File: src/rtl/morra_pkg.sv
// Shared encodings, FSM state type and match-length limits for the morra match controller.
// Imported by the judge and the top-level controller.
package morra_pkg;

    typedef enum logic [1:0] {
        MoveNone    = 2'b00,
        MoveSasso   = 2'b01,
        MoveCarta   = 2'b10,
        MoveForbice = 2'b11
    } move_e;

    typedef enum logic [1:0] {
        ResInvalid = 2'b00,
        ResP1      = 2'b01,
        ResP2      = 2'b10,
        ResDraw    = 2'b11
    } result_e;

    typedef enum logic [1:0] {
        StIdle,
        StWaitMoves,
        StJudge,
        StOver
    } state_e;

    localparam int unsigned MIN_MANCHE = 4;
    localparam int unsigned MAX_MANCHE = 19;

    function automatic logic beats(move_e a, move_e b);
        return ((a == MoveCarta)   && (b == MoveSasso))   ||
               ((a == MoveSasso)   && (b == MoveForbice)) ||
               ((a == MoveForbice) && (b == MoveCarta));
    endfunction

endpackage

File: src/rtl/morra_match_ctrl_if.sv
// Player/referee bus of the morra match controller: moves and start in, round/match results out.
// The master side drives moves and start; the slave side is the controller.
interface morra_match_ctrl_if;
    logic       INIZIA;
    logic [1:0] PRIMO;
    logic       PRIMO_VALID;
    logic [1:0] SECONDO;
    logic       SECONDO_VALID;
    logic [1:0] MANCHE;
    logic       MANCHE_VALID;
    logic [1:0] PARTITA;
    logic       FINE;
    logic [4:0] NUM_MANCHE;

    modport master (
        output INIZIA, PRIMO, PRIMO_VALID, SECONDO, SECONDO_VALID,
        input  MANCHE, MANCHE_VALID, PARTITA, FINE, NUM_MANCHE
    );

    modport slave (
        input  INIZIA, PRIMO, PRIMO_VALID, SECONDO, SECONDO_VALID,
        output MANCHE, MANCHE_VALID, PARTITA, FINE, NUM_MANCHE
    );
endinterface

File: src/rtl/morra_judge.sv
// Combinational round referee: two latched moves plus the current block give the round result.
// A none move, or the previous winner replaying its winning move, voids the round.
module morra_judge
    import morra_pkg::*;
(
    input  move_e   p1_move_i,
    input  move_e   p2_move_i,
    input  result_e block_who_i,
    input  move_e   block_move_i,
    output result_e result_o
);

    always_comb begin
        result_o = ResInvalid;
        if ((p1_move_i == MoveNone) || (p2_move_i == MoveNone)) begin
            result_o = ResInvalid;
        end else if ((block_who_i == ResP1) && (p1_move_i == block_move_i)) begin
            result_o = ResInvalid;
        end else if ((block_who_i == ResP2) && (p2_move_i == block_move_i)) begin
            result_o = ResInvalid;
        end else if (p1_move_i == p2_move_i) begin
            result_o = ResDraw;
        end else if (beats(p1_move_i, p2_move_i)) begin
            result_o = ResP1;
        end else begin
            result_o = ResP2;
        end
    end

endmodule

File: src/rtl/morra_match_ctrl.sv
// Morra match controller: latches one move per player, judges the round, keeps score and
// declares the match result on a two-win lead (after MIN_MANCHE rounds) or at the round limit.
module morra_match_ctrl #(
    parameter int unsigned MIN_MANCHE = morra_pkg::MIN_MANCHE
) (
    input logic               clk,
    input logic               rst_n,
    morra_match_ctrl_if.slave bus
);
    import morra_pkg::*;

    state_e     state_q, state_d;
    move_e      p1_move_q, p1_move_d, p2_move_q, p2_move_d;
    logic       p1_vld_q, p1_vld_d, p2_vld_q, p2_vld_d;
    result_e    block_who_q, block_who_d;
    move_e      block_move_q, block_move_d;
    logic [4:0] w1_q, w1_d, w2_q, w2_d;
    logic [4:0] num_q, num_d, max_q, max_d;
    result_e    manche_q, manche_d, partita_q, partita_d;
    logic       manche_valid_q, manche_valid_d, fine_q, fine_d;
    result_e    judge_res;

    morra_judge u_judge (
        .p1_move_i   (p1_move_q),
        .p2_move_i   (p2_move_q),
        .block_who_i (block_who_q),
        .block_move_i(block_move_q),
        .result_o    (judge_res)
    );

    always_comb begin
        state_d        = state_q;
        p1_move_d      = p1_move_q;
        p2_move_d      = p2_move_q;
        p1_vld_d       = p1_vld_q;
        p2_vld_d       = p2_vld_q;
        block_who_d    = block_who_q;
        block_move_d   = block_move_q;
        w1_d           = w1_q;
        w2_d           = w2_q;
        num_d          = num_q;
        max_d          = max_q;
        manche_d       = manche_q;
        manche_valid_d = 1'b0;
        partita_d      = partita_q;
        fine_d         = fine_q;

        unique case (state_q)
            StIdle: ;
            StWaitMoves: begin
                if (!p1_vld_q && bus.PRIMO_VALID) begin
                    p1_vld_d  = 1'b1;
                    p1_move_d = move_e'(bus.PRIMO);
                end
                if (!p2_vld_q && bus.SECONDO_VALID) begin
                    p2_vld_d  = 1'b1;
                    p2_move_d = move_e'(bus.SECONDO);
                end
                if (p1_vld_d && p2_vld_d) state_d = StJudge;
            end
            StJudge: begin
                manche_d       = judge_res;
                manche_valid_d = 1'b1;
                p1_vld_d       = 1'b0;
                p2_vld_d       = 1'b0;
                p1_move_d      = MoveNone;
                p2_move_d      = MoveNone;
                state_d        = StWaitMoves;
                if (judge_res != ResInvalid) begin
                    num_d = num_q + 5'd1;
                    if (judge_res == ResP1) begin
                        w1_d         = w1_q + 5'd1;
                        block_who_d  = ResP1;
                        block_move_d = p1_move_q;
                    end else if (judge_res == ResP2) begin
                        w2_d         = w2_q + 5'd1;
                        block_who_d  = ResP2;
                        block_move_d = p2_move_q;
                    end else begin
                        block_who_d  = ResInvalid;
                        block_move_d = MoveNone;
                    end
                end
                // Lead compared on zero-extended operands so a deficit can never wrap into a lead.
                if ((num_d >= 5'(MIN_MANCHE)) && ({1'b0, w1_d} >= ({1'b0, w2_d} + 6'd2))) begin
                    partita_d = ResP1;
                end else if ((num_d >= 5'(MIN_MANCHE)) &&
                             ({1'b0, w2_d} >= ({1'b0, w1_d} + 6'd2))) begin
                    partita_d = ResP2;
                end else if (num_d == max_q) begin
                    partita_d = (w1_d > w2_d) ? ResP1 : (w2_d > w1_d) ? ResP2 : ResDraw;
                end
                if (partita_d != ResInvalid) begin
                    fine_d  = 1'b1;
                    state_d = StOver;
                end
            end
            StOver: ;
            default: state_d = StIdle;
        endcase

        // Start wins over everything in the same cycle, including move strobes.
        if (bus.INIZIA) begin
            state_d        = StWaitMoves;
            max_d          = 5'({bus.PRIMO, bus.SECONDO}) + 5'd4;
            p1_vld_d       = 1'b0;
            p2_vld_d       = 1'b0;
            p1_move_d      = MoveNone;
            p2_move_d      = MoveNone;
            block_who_d    = ResInvalid;
            block_move_d   = MoveNone;
            w1_d           = 5'd0;
            w2_d           = 5'd0;
            num_d          = 5'd0;
            manche_d       = ResInvalid;
            manche_valid_d = 1'b0;
            partita_d      = ResInvalid;
            fine_d         = 1'b0;
        end
    end

    always_ff @(posedge clk) begin
        if (!rst_n) begin
            state_q        <= StIdle;
            p1_move_q      <= MoveNone;
            p2_move_q      <= MoveNone;
            p1_vld_q       <= 1'b0;
            p2_vld_q       <= 1'b0;
            block_who_q    <= ResInvalid;
            block_move_q   <= MoveNone;
            w1_q           <= 5'd0;
            w2_q           <= 5'd0;
            num_q          <= 5'd0;
            max_q          <= 5'd4;
            manche_q       <= ResInvalid;
            manche_valid_q <= 1'b0;
            partita_q      <= ResInvalid;
            fine_q         <= 1'b0;
        end else begin
            state_q        <= state_d;
            p1_move_q      <= p1_move_d;
            p2_move_q      <= p2_move_d;
            p1_vld_q       <= p1_vld_d;
            p2_vld_q       <= p2_vld_d;
            block_who_q    <= block_who_d;
            block_move_q   <= block_move_d;
            w1_q           <= w1_d;
            w2_q           <= w2_d;
            num_q          <= num_d;
            max_q          <= max_d;
            manche_q       <= manche_d;
            manche_valid_q <= manche_valid_d;
            partita_q      <= partita_d;
            fine_q         <= fine_d;
        end
    end

    assign bus.MANCHE       = manche_q;
    assign bus.MANCHE_VALID = manche_valid_q;
    assign bus.PARTITA      = partita_q;
    assign bus.FINE         = fine_q;
    assign bus.NUM_MANCHE   = num_q;

endmodule
File: src/flat_wrapper.sv
// flat-port wrapper written by rule: the top's interface ports become plain ports
module morra_match_ctrl_flat import morra_pkg::*;
#(
    parameter int unsigned MIN_MANCHE = morra_pkg::MIN_MANCHE
)
  (clk, rst_n, bus_INIZIA, bus_PRIMO, bus_PRIMO_VALID, bus_SECONDO, bus_SECONDO_VALID, bus_MANCHE, bus_MANCHE_VALID, bus_PARTITA, bus_FINE, bus_NUM_MANCHE);
  morra_match_ctrl_if bus_i ();
  input logic clk;
  input logic rst_n;
  input wire logic [$bits(bus_i.INIZIA)-1:0] bus_INIZIA;
  input wire logic [$bits(bus_i.PRIMO)-1:0] bus_PRIMO;
  input wire logic [$bits(bus_i.PRIMO_VALID)-1:0] bus_PRIMO_VALID;
  input wire logic [$bits(bus_i.SECONDO)-1:0] bus_SECONDO;
  input wire logic [$bits(bus_i.SECONDO_VALID)-1:0] bus_SECONDO_VALID;
  output wire logic [$bits(bus_i.MANCHE)-1:0] bus_MANCHE;
  output wire logic [$bits(bus_i.MANCHE_VALID)-1:0] bus_MANCHE_VALID;
  output wire logic [$bits(bus_i.PARTITA)-1:0] bus_PARTITA;
  output wire logic [$bits(bus_i.FINE)-1:0] bus_FINE;
  output wire logic [$bits(bus_i.NUM_MANCHE)-1:0] bus_NUM_MANCHE;
  assign bus_i.INIZIA = bus_INIZIA;
  assign bus_i.PRIMO = bus_PRIMO;
  assign bus_i.PRIMO_VALID = bus_PRIMO_VALID;
  assign bus_i.SECONDO = bus_SECONDO;
  assign bus_i.SECONDO_VALID = bus_SECONDO_VALID;
  assign bus_MANCHE = bus_i.MANCHE;
  assign bus_MANCHE_VALID = bus_i.MANCHE_VALID;
  assign bus_PARTITA = bus_i.PARTITA;
  assign bus_FINE = bus_i.FINE;
  assign bus_NUM_MANCHE = bus_i.NUM_MANCHE;
  morra_match_ctrl #(.MIN_MANCHE(MIN_MANCHE)) u_core (.clk(clk), .rst_n(rst_n), .bus(bus_i));
endmodule
File: config.mk
export PLATFORM = sky130hd
export DESIGN_NAME = morra_match_ctrl_flat
export DESIGN_NICKNAME = d
export VERILOG_FILES = /design/src/rtl/morra_pkg.sv /design/src/rtl/morra_match_ctrl_if.sv /design/src/rtl/morra_judge.sv /design/src/rtl/morra_match_ctrl.sv /design/src/flat_wrapper.sv
export SDC_FILE = /design/constraint.sdc
export NUM_CORES = 1
export LEC_CHECK = 0
export CAP_MARGIN = 20
export CORE_ASPECT_RATIO = 1.1
export CORE_MARGIN = 4
export CORE_UTILIZATION = 60
export CTS_BUF_LIST = sky130_fd_sc_hd__clkbuf_4
export CTS_CLUSTER_DIAMETER = 60
export DETAILED_ROUTE_END_ITERATION = 16
export PLACE_DENSITY = 0.86
export SLEW_MARGIN = 10
export SYNTH_ARGS = -nofsm -noshare
export SYNTH_HDL_FRONTEND = slang
export SYNTH_SLANG_ARGS = --single-unit
File: constraint.sdc
create_clock -name clk -period 7 [get_ports clk]
set_input_delay 0.7 -clock clk [delete_from_list [all_inputs] [get_ports clk]]
set_output_delay 0.7 -clock clk [all_outputs]
set_load 0.05 [all_outputs]
# ---- Word level (Yosys, flattened, before mapping)
# Index checks and enable logic that the tools add are counted.
dict set report op_classes {
  n_addsub 6
  order_cmp 5
  n_eq_ne 20
  mux 39
  bitwise 1
  n_reduce_logical 28
}
# operator n
set ops {}
lappend ops {{$mux 5} 9}
lappend ops {{$mux 2} 18}
lappend ops {{$add 5x1->5 const B} 3}
lappend ops {{$eq 2x2->1 const B} 7}
lappend ops {{$add 5x2->6 const B} 2}
lappend ops {{$ge 5x6->1} 2}
lappend ops {{$pmux 2 s2} 3}
lappend ops {{$reduce_and 2->1} 6}
lappend ops {{$eq 2x1->1 const B} 5}
lappend ops {{$gt 5x5->1} 2}
lappend ops {{$logic_and 1x1->1} 10}
lappend ops {{$mux 1} 7}
lappend ops {{$eq 2x2->1} 3}
lappend ops {{$ne 2x1->1 const B} 3}
lappend ops {{$reduce_bool 2->1} 3}
lappend ops {{$add 4x3->5 const B} 1}
lappend ops {{$eq 5x5->1} 1}
lappend ops {{$ge 5x3->1 const B} 1}
lappend ops {{$logic_not 2->1} 2}
lappend ops {{$pmux 1 s2} 2}
lappend ops {{$logic_or 1x1->1} 3}
lappend ops {{$ne 3x2->1 const B} 1}
lappend ops {{$reduce_bool 3->1} 1}
lappend ops {{$logic_not 1->1} 2}
lappend ops {{2 further kinds} 2}
dict set report word_totals {
  regBits 38
  output_inout_bits 11
  word_cells 115
}

# ---- Longest topological paths before layout
# Gate-level depths: netlist of the first run.
dict set report logic_depth {
  word_depth 25
  ltp_mapped 16
  mapped_depth_nobuf 14
}

# ---- Modules after synthesis
# From an unflattened synthesis of the first run, not the netlist that was laid out.
dict set report unflattened {
  hier_cells 320
  hier_area_um2 2556.2
}
# module instances cells_each area_per_inst_um2 seq_area_each_um2
set by_module_without_submodules {}
lappend by_module_without_submodules {morra_match_ctrl 1 302 2441.1 760.7}
lappend by_module_without_submodules {morra_judge 1 18 115.1 0.0}

# ---- Worst setup path after synthesis of the first run
# OpenSTA, ideal clock, no wires.
dict set report synth_path {
  kind {reg-to-reg}
  start {register u_core.p1_move_q[1]}
  end {register u_core.partita_q[0] (netlist: u_core.bus.PARTITA[0])}
  setup_ns 0.123
  arrival_ns 3.066
  required_ns 6.877
  path_slack_ns 3.811
  stages_incl_launch_ff 16
  path_cell_list {dfxtp_1 -> buf_6 -> xor2_1 -> a32oi_2 -> and4b_1 -> buf_6 -> mux2i_1 -> inv_1 -> ha_1 -> a21oi_1 -> nor3b_1 -> or3_1 -> nor4_1 -> a2111o_1 -> nor3b_1 -> nor3b_2}
}
dict set report synth_between {
  elab_chain_cells 21
  elab_cells_between_ends 46
}
# element line_no
set synth_lines {}
lappend synth_lines {{from (decl)} morra_match_ctrl.sv:13} ;# move_e p1_move_q, p1_move_d, p2_move_q, p2_move_d;
lappend synth_lines {{from (signal assigned)} morra_match_ctrl.sv:125} ;# p1_move_q <= MoveNone;
lappend synth_lines {{from (signal assigned)} morra_match_ctrl.sv:141} ;# p1_move_q <= p1_move_d;
lappend synth_lines {{$eq 2x2->1 or $eq 2x1->1 (tied branches)} {morra_pkg.sv:30, morra_pkg.sv:31}}
lappend synth_lines {{$logic_and 1x1->1 (on tied branches)} {morra_pkg.sv:30, morra_pkg.sv:31}}
lappend synth_lines {{$logic_or 1x1->1} morra_pkg.sv:30} ;# return ((a == MoveCarta) && (b == MoveSasso)) ||
lappend synth_lines {{$logic_or 1x1->1} morra_pkg.sv:31} ;# ((a == MoveSasso) && (b == MoveForbice)) ||
lappend synth_lines {{$mux 2} morra_judge.sv:23} ;# end else if (beats(p1_move_i, p2_move_i)) begin
lappend synth_lines {{$mux 2} morra_judge.sv:21} ;# end else if (p1_move_i == p2_move_i) begin
lappend synth_lines {{$mux 2} morra_judge.sv:19} ;# end else if ((block_who_i == ResP2) && (p2_move_i == block_move_i)) begin
lappend synth_lines {{$mux 2} morra_judge.sv:17} ;# end else if ((block_who_i == ResP1) && (p1_move_i == block_move_i)) begin
lappend synth_lines {{$mux 2 (*)} morra_judge.sv:15} ;# if ((p1_move_i == MoveNone) || (p2_move_i == MoveNone)) begin
lappend synth_lines {{parallel branches: the longest is 10 deep, another holds $add 5x2->6} n/a}
lappend synth_lines {{$mux 2 (*)} morra_match_ctrl.sv:85} ;# if ((num_d >= 5'(MIN_MANCHE)) && ({1'b0, w1_d} >= ({1'b0, w2_d} + 6'd2))) begin
lappend synth_lines {{$mux 2 (*)} morra_match_ctrl.sv:48} ;# unique case (state_q)
lappend synth_lines {{to (signal assigned)} morra_match_ctrl.sv:137} ;# partita_q <= ResInvalid;
lappend synth_lines {{to (signal assigned)} morra_match_ctrl.sv:153} ;# partita_q <= partita_d;
lappend synth_lines {{to (decl)} morra_match_ctrl.sv:19} ;# result_e manche_q, manche_d, partita_q, partita_d;
# Mark *: on every way between the ends. The select of a mux whose other input is x is not followed.
# A chain may end at the register's enable or synchronous reset.

# ---- Worst setup path after layout of the first run
dict set report layout_path {
  start {register u_core.p1_move_q[0]}
  end {register u_core.partita_q[0] (netlist: u_core.bus.PARTITA[0])}
}
# The elaborated chain is that of the path after synthesis.

==> reports/results.txt, run 1 <==
die width = 72.71 µm
clock-pin slew on the worst setup and hold paths = 0.11 ns
Final Util = 67.57%
antenna violations before repair = 0
worst slew pin tran = 1.082 ns
post-CTS setup repair buffer count = 0
Max VDD drop = 0.0001048 V
worst hold slack = 0.4762 ns
leak pwr = 1.183 nW
routability cong. = 0.8100
placed instance area = 2912 µm²
final net count = 365
Min-Delay Path Depth = 2
setup TNS = 0 ns
area of the multi-input gates = 1829 µm²
P_int = 0.2715 mW
Final Hold Viols = 0
# IOs = 20
Final Cycle Share = 57.76%
cell area after synthesis = 2764 µm²
syn_area_per_cell = 8.350 µm²
clock power share = 29.0%
Worst R2R Path Depth = 14
Total GRT Usage = 22.55%
Synth-to-Final Area Change = 7.062%
die area = 5758 µm²
RSZ-0062 raised after global routing = no
Antenna diodes = 0
Vias = 2358
flops & latches, synth = 38
clock buffer depth = 2
Sw Ratio = 25.57%
worst-path maximum fanout = 12
crit path launch type = flip-flop
top_reg_cell synth = dfxtp_1
Hold Path Origin = u_core.bus.MANCHE[1]
IO buf count = 19
Sequential Power Share = 61.3%
cell area power density = 123.3 nW/µm²
starting density of the core = 63.11%
Core Box Area = 4379 µm²
die height = 79.19 µm
type of destination of the critical path = flip-flop
Detail Placement HPWL = 4358 µm
DRT Wirelength = 5804 µm
reg2reg setup slack = 2.96 ns
H-tree depth = 2
Worst EP arrival = 4.27 ns
Std-Cell Rows = 25
Hold Buf Count CTS = 0
PnR worst setup slack = 2.957 ns
Max Slew Vio Count = 0
Yosys warning total = 0
Tot Pwr = 0.3648 mW
post-synth cell types = 56
Crit Path Class = flip-flop to flip-flop
Comb pwr share = 9.7%
DR vias/cell = 6.015
Root Driver = clkbuf_4
Hold EP = u_core.bus.MANCHE[1]
post-synth net total = 358
Synth async-reset ratio = 0%
Setup WS pre-CTS = 3.010 ns
max-cap viol count = 0
Detail Route Antenna Nets = 0
global-route wire length before repair = 10450 µm
fill count = 358
WL/cell = 14.81 µm
drt first pass iters = 4
max_slew headroom = 27.84%
share of post-route cells with drive strength above 1 = 5.917%
skew final = 0.004123 ns
Final setup viols = 0
Post-Syn Instances = 331
final std cells w/o fill = 392
Post-Place Cells = 385
r2r startpoint = u_core.p1_move_q[0]
DRC viols = 0
total congestion overflow = 0
clk sinks = 38
HP Class = flip-flop to flip-flop
DR iter-0 viols = 119
R2R Path End = u_core.bus.PARTITA[0]
Critical Path RT = 7.23 ns
worst-skew pair later-pin latency = 0.33 ns
post-cts resize count = 0
minimum clock period = 4.043 ns
number of flops mapped to enable cells by yosys = 0
switching pwr = 0.09328 mW
maximum clock rate = 247.3 MHz
CTS tree = built
largest net degree at the start of global routing = 26
sequential area share after synthesis = 27.52%
finished layout cell area = 2959 µm²
outcome = finished, final reports clean
Seq. cell area = 760.7 µm²
cts bufs inserted = 5
vias in the first global route = 2350
-- final cells by class --
| class | instances | share of cell area [%] |
|---|---|---|
| clock buffer | 5 | 1.268 |
| clock inverter | 2 | 0.3383 |
| inverter | 17 | 2.156 |
| multi-input combinational | 257 | 61.82 |
| sequential | 38 | 25.71 |
| tap | 54 | 2.283 |
| timing repair buffer | 19 | 6.427 |
-- cell usage after synthesis, drive strengths merged, types with 2 or more instances --
cell	number	area [µm²]
a211oi	7	52.55
a21o	4	30.03
a21oi	19	95.09
a22oi	3	22.52
a31oi	8	50.05
a32oi	2	25.03
and4b	2	20.02
buf	11	80.08
clkbuf	8	30.03
dfxtp	38	760.7
ha	18	225.2
inv	16	60.06
mux2i	9	90.09
nand2	26	97.59
nand2b	6	37.54
nand3	15	85.08
nand3b	4	42.54
nand4	9	56.30
nand4b	4	50.05
nor2	31	116.4
nor2b	11	68.82
nor3	7	35.03
nor3b	3	27.52
nor4	2	18.77
o211ai	4	30.03
o21ai	7	35.03
o221ai	2	17.52
or3	5	36.28
xnor2	17	148.9
xor2	18	191.4
-- worst max-delay path, stage by stage (launching register included) --
cell      delay (ns)
dfxtp_1         0.60
xnor2_1         0.17
nand4_1         0.46
nand3_1         0.37
mux2i_1         0.34
inv_1           0.13
ha_1            0.22
xor2_1          0.16
ha_1            0.35
nor3b_1         0.15
or3_1           0.30
nor4_1          0.18
a2111o_1        0.19
nor3b_1         0.25
nor3b_2         0.07
-- registers in the layout (all words and copies together) (netlist names), 5 cells and up --
signal / cells
u_core.bus.NUM_MANCHE: 5
u_core.max_q: 5
u_core.w1_q: 5
u_core.w2_q: 5
-- cells in the final DEF (no fill, tap or decap), drive strengths merged, types with 15 or more instances in the layout --
master	count
dfxtp	38
nor2	31
nand2	26
a21oi	19
clkdlybuf4s50	19
ha	18
xor2	18
xnor2	17
inv	16
nand3	15
-- worst max path at each step --
stage / startpoint / to / slack (ns) / depth (start not counted)
finish: u_core.p1_move_q[0] / u_core.bus.PARTITA[0] / 2.96 / 14
global route: u_core.p1_move_q[0] / u_core.bus.PARTITA[0] / 2.59 / 13
CTS: u_core.p1_move_q[0] / u_core.bus.PARTITA[0] / 2.97 / 14
detailed placement: u_core.p1_move_q[0] / u_core.bus.PARTITA[0] / 3.01 / 14
global placement: u_core.p1_move_q[0] / u_core.state_q[1] / 3.13 / 14
floorplan: u_core.p1_move_q[1] / u_core.bus.PARTITA[0] / 3.81 / 15
-- cells by family after synthesis --
kind of cell             count (synthesis)  share of synthesized area [%]
AND/OR/NAND/NOR                        128                          26.03
AO/OA/AOI/OAI                           66                          16.03
flip-flops                              38                          27.52
buffers and inverters                   36                          6.293
XOR/XNOR                                35                          12.31
adder cells (fa/ha/maj)                 18                          8.149
multiplexers                            10                          3.667
-- routing by layer --
layer	vias up	part of all wire [%]	global-route usage (%)
li1	1187	-	-
met1	1107	44	27.49
met2	49	49	38.72
met3	15	3.3	3.165
met4	0	3.3	10.15
met5	-	0	0
-- power groups by stage --
stage / registers (mW) / clock network (mW) / logic (mW)
floorplan: 0.227 / 0 / 0.0262
global placement: 0.228 / 0 / 0.0346
detailed placement: 0.228 / 0 / 0.0353
CTS: 0.223 / 0.111 / 0.0354
global route: 0.224 / 0.122 / 0.0403
finish: 0.224 / 0.106 / 0.0354
Power figures use the tool's default switching activity.
==> inputs of run 2 (changes only) <==
CORE_UTILIZATION = 55   (was 60)
PLACE_DENSITY = 0.83   (was 0.86)
clock period = 3.41 ns   (was 7 ns; I/O delays follow)
==> run 2 against run 1 <==
Compared with the run above:
- setup slack lost 2.9 ns
- count of clock-buffer cells in the layout is the same
- via count grew 9.8%
- design area grew 11%
- final cell count grew 6.4%
- critical endpoint is now u_core.bus.PARTITA[1]
- first-iteration DRC count grew 23%
- clock power grew to 3.7 times the previous value
- clock skew grew 0.0097 ns
- wire length grew 22%
- hold slack lost 0.010 ns
- combinational power grew 130%
- sequential power grew 100%
==> reports/results.txt, run 2 (synthesized netlist as in run 1, its figures left out) <==
WL/cell = 16.97 µm
antenna violations before repair = 1
CP max stage delay = 0.44 ns
starting density of the core = 58.19%
Worst R2R Path Depth = 14
die area = 6225 µm²
Std-Cell Rows = 26
worst slew pin tran = 1.060 ns
final std cells w/o fill = 417
CP cell instances = xnor2_2 -> nand4_1 -> and4b_2 -> xnor2_2 -> inv_1 -> ha_1 -> nand2b_1 -> a21oi_2 -> nor3b_1 -> or3_1 -> nor4_2 -> a2111o_1 -> o311ai_1 -> a21oi_1
share of post-route cells with drive strength above 1 = 17.50%
cell area power density = 282.0 nW/µm²
Max Slew Vio Count = 0
CTS tree = built
CP dominant cell by count = xnor2_2
Crit path max-delay family = simple AND/OR/NAND/NOR gates
DR iter-0 viols = 146
type of destination of the critical path = flip-flop
clk sinks = 38
# IOs = 20
RSZ-0062 raised after global routing = yes
Hold Path Origin = u_core.bus.MANCHE[0]
Detail Placement HPWL = 4993 µm
R2R Path End = u_core.bus.PARTITA[1]
H-tree depth = 2
worst-skew pair later-pin latency = 0.36 ns
global-route wire length before repair = 11520 µm
Buf/Inv on CP = 1
Post-Place Cells = 407
die height = 82.35 µm
max-cap viol count = 0
maximum clock rate = 297.5 MHz
worst-path maximum fanout = 4
DRC viols = 0
commonest non-fill, non-tap cell in the layout = dfxtp_1
cts bufs inserted = 5
Detail Route Antenna Nets = 0
drt first pass iters = 4
Root Driver = clkbuf_4
routability cong. = 0.8378
worst hold slack = 0.4659 ns
r2r startpoint = u_core.block_move_q[0]
Total GRT Usage = 23.84%
Min-Delay Path Depth = 2
WP depth = 14
Critical-path top delay cell = dfxtp_1
vias in the first global route = 2593
max_slew headroom = 29.33%
Synth-to-Final Area Change = 18.92%
reg2reg setup slack = 0.05 ns
fill count = 359
skew final = 0.01385 ns
Core Box Area = 4750 µm²
minimum clock period = 3.362 ns
clock buffer depth = 2
outcome = finished, final reports clean
HP Class = flip-flop to flip-flop
area of the multi-input gates = 1927 µm²
final net count = 386
Worst EP arrival = 3.63 ns
Critical Path RT = 3.68 ns
Crit Path Class = flip-flop to flip-flop
total congestion overflow = 0
DR vias/cell = 6.206
leak pwr = 1.331 nW
Hold EP = u_core.bus.MANCHE[0]
most frequent cells in the layout = dfxtp_1, nor2_1, nand2_1, buf_4, clkdlybuf4s50_1
Seq. cell area = 770.7 µm²
Final Hold Viols = 0
Final setup viols = 0
Vias = 2588
clock-pin slew on the worst setup and hold paths = 0.12 ns
die width = 75.59 µm
crit path launch type = flip-flop
largest net degree at the start of global routing = 26
DRT Wirelength = 7076 µm
IO buf count = 19
Max VDD drop = 0.0002736 V
Final Cycle Share = 98.58%
==> run 2: worst max-delay path by stage <==
stage | to | slack, ns | from
after floorplan | u_core.bus.PARTITA[0] | 0.22 | u_core.p1_move_q[1]
after global placement | u_core.bus.PARTITA[1] | 0.08 | u_core.p2_move_q[1]
after detailed placement | u_core.bus.PARTITA[1] | -0.03 | u_core.p2_move_q[1]
after CTS | u_core.bus.FINE | 0.004 | u_core.p2_move_q[0]
after global routing | u_core.bus.PARTITA[0] | -0.13 | u_core.block_move_q[0]
final | u_core.bus.PARTITA[1] | 0.05 | u_core.block_move_q[0]
==> run 2: through the flow <==
step | instance area, µm² | total power [mW] | util (%) | setup WS, ns | TNS, ns
2_1_floorplan | 2764 | 0.5193 | - | 0.2212 | 0
3_3_place_gp | 3064 | 0.5431 | 64.52 | 0.08097 | 0
3_5_place_dp | 3064 | 0.5468 | 64.52 | -0.02783 | -0.06811
4_1_cts | 3167 | 0.9273 | 66.68 | 0.003532 | 0
5_1_grt | 3287 | 0.9584 | 69.20 | -0.1279 | -0.4915
6_report | 3287 | 0.9270 | 69.20 | 0.04844 | 0
==> run 2: what timing repair did <==
item,in CTS,in global routing
hold buffers,0,0
setup endpoints to repair,4,4
setup buffers,0,1
gates resized for setup,1,26
endpoints found under the hold margin,0,0
pin swaps,0,7
==> run 2: cell type report <==
type                       instances  share of cell area (%)
antenna                            1                 0.07613
clock buffer                       5                   1.142
clock inverter                     3                   1.941
inverter                          17                   1.941
multi-input combinational        257                   58.62
sequential                        38                   23.45
tap                               56                   2.132
timing repair buffer              40                   10.70
==> run 2: per-layer routing <==
layer / wire [µm] / vias to the layer above / share of wire [%] / global-route usage (%)
met5: 0 / - / 0 / 0
met4: 330 / 0 / 4.7 / 12.41
met3: 287 / 27 / 4.1 / 4.116
met2: 3603 / 68 / 51 / 42.14
met1: 2855 / 1262 / 40 / 26.96
li1: - / 1231 / - / -
==> run 2: power breakdown <==
group          leakage [nW]  total (mW)  switching, mW  internal [mW]
logic                 0.968      0.0820         0.0451         0.0369
clock network        0.0528       0.387          0.162          0.226
registers             0.310       0.458        0.00799          0.450
total                  1.33       0.927          0.215          0.712
==> run 2: worst min-delay path: stages, from the launching register on <==
cell and delay, ns:
dfxtp_1 0.33, nand2_1 0.05, a21oi_1 0.05
==> inputs of run 3 (changes only) <==
==> constraint.sdc (replaced) <==
create_clock -name clk -period 3.41 [get_ports clk]
set_input_delay 0.341 -clock clk [delete_from_list [all_inputs] [get_ports clk]]
set_output_delay 0.341 -clock clk [all_outputs]
set_load 0.1 [all_outputs]
==> results of run 3 <==
The final DEF is identical to that of run 2. Status: finished, final reports clean.
Main changes from that run: total power 0.9270 mW -> 0.9274 mW
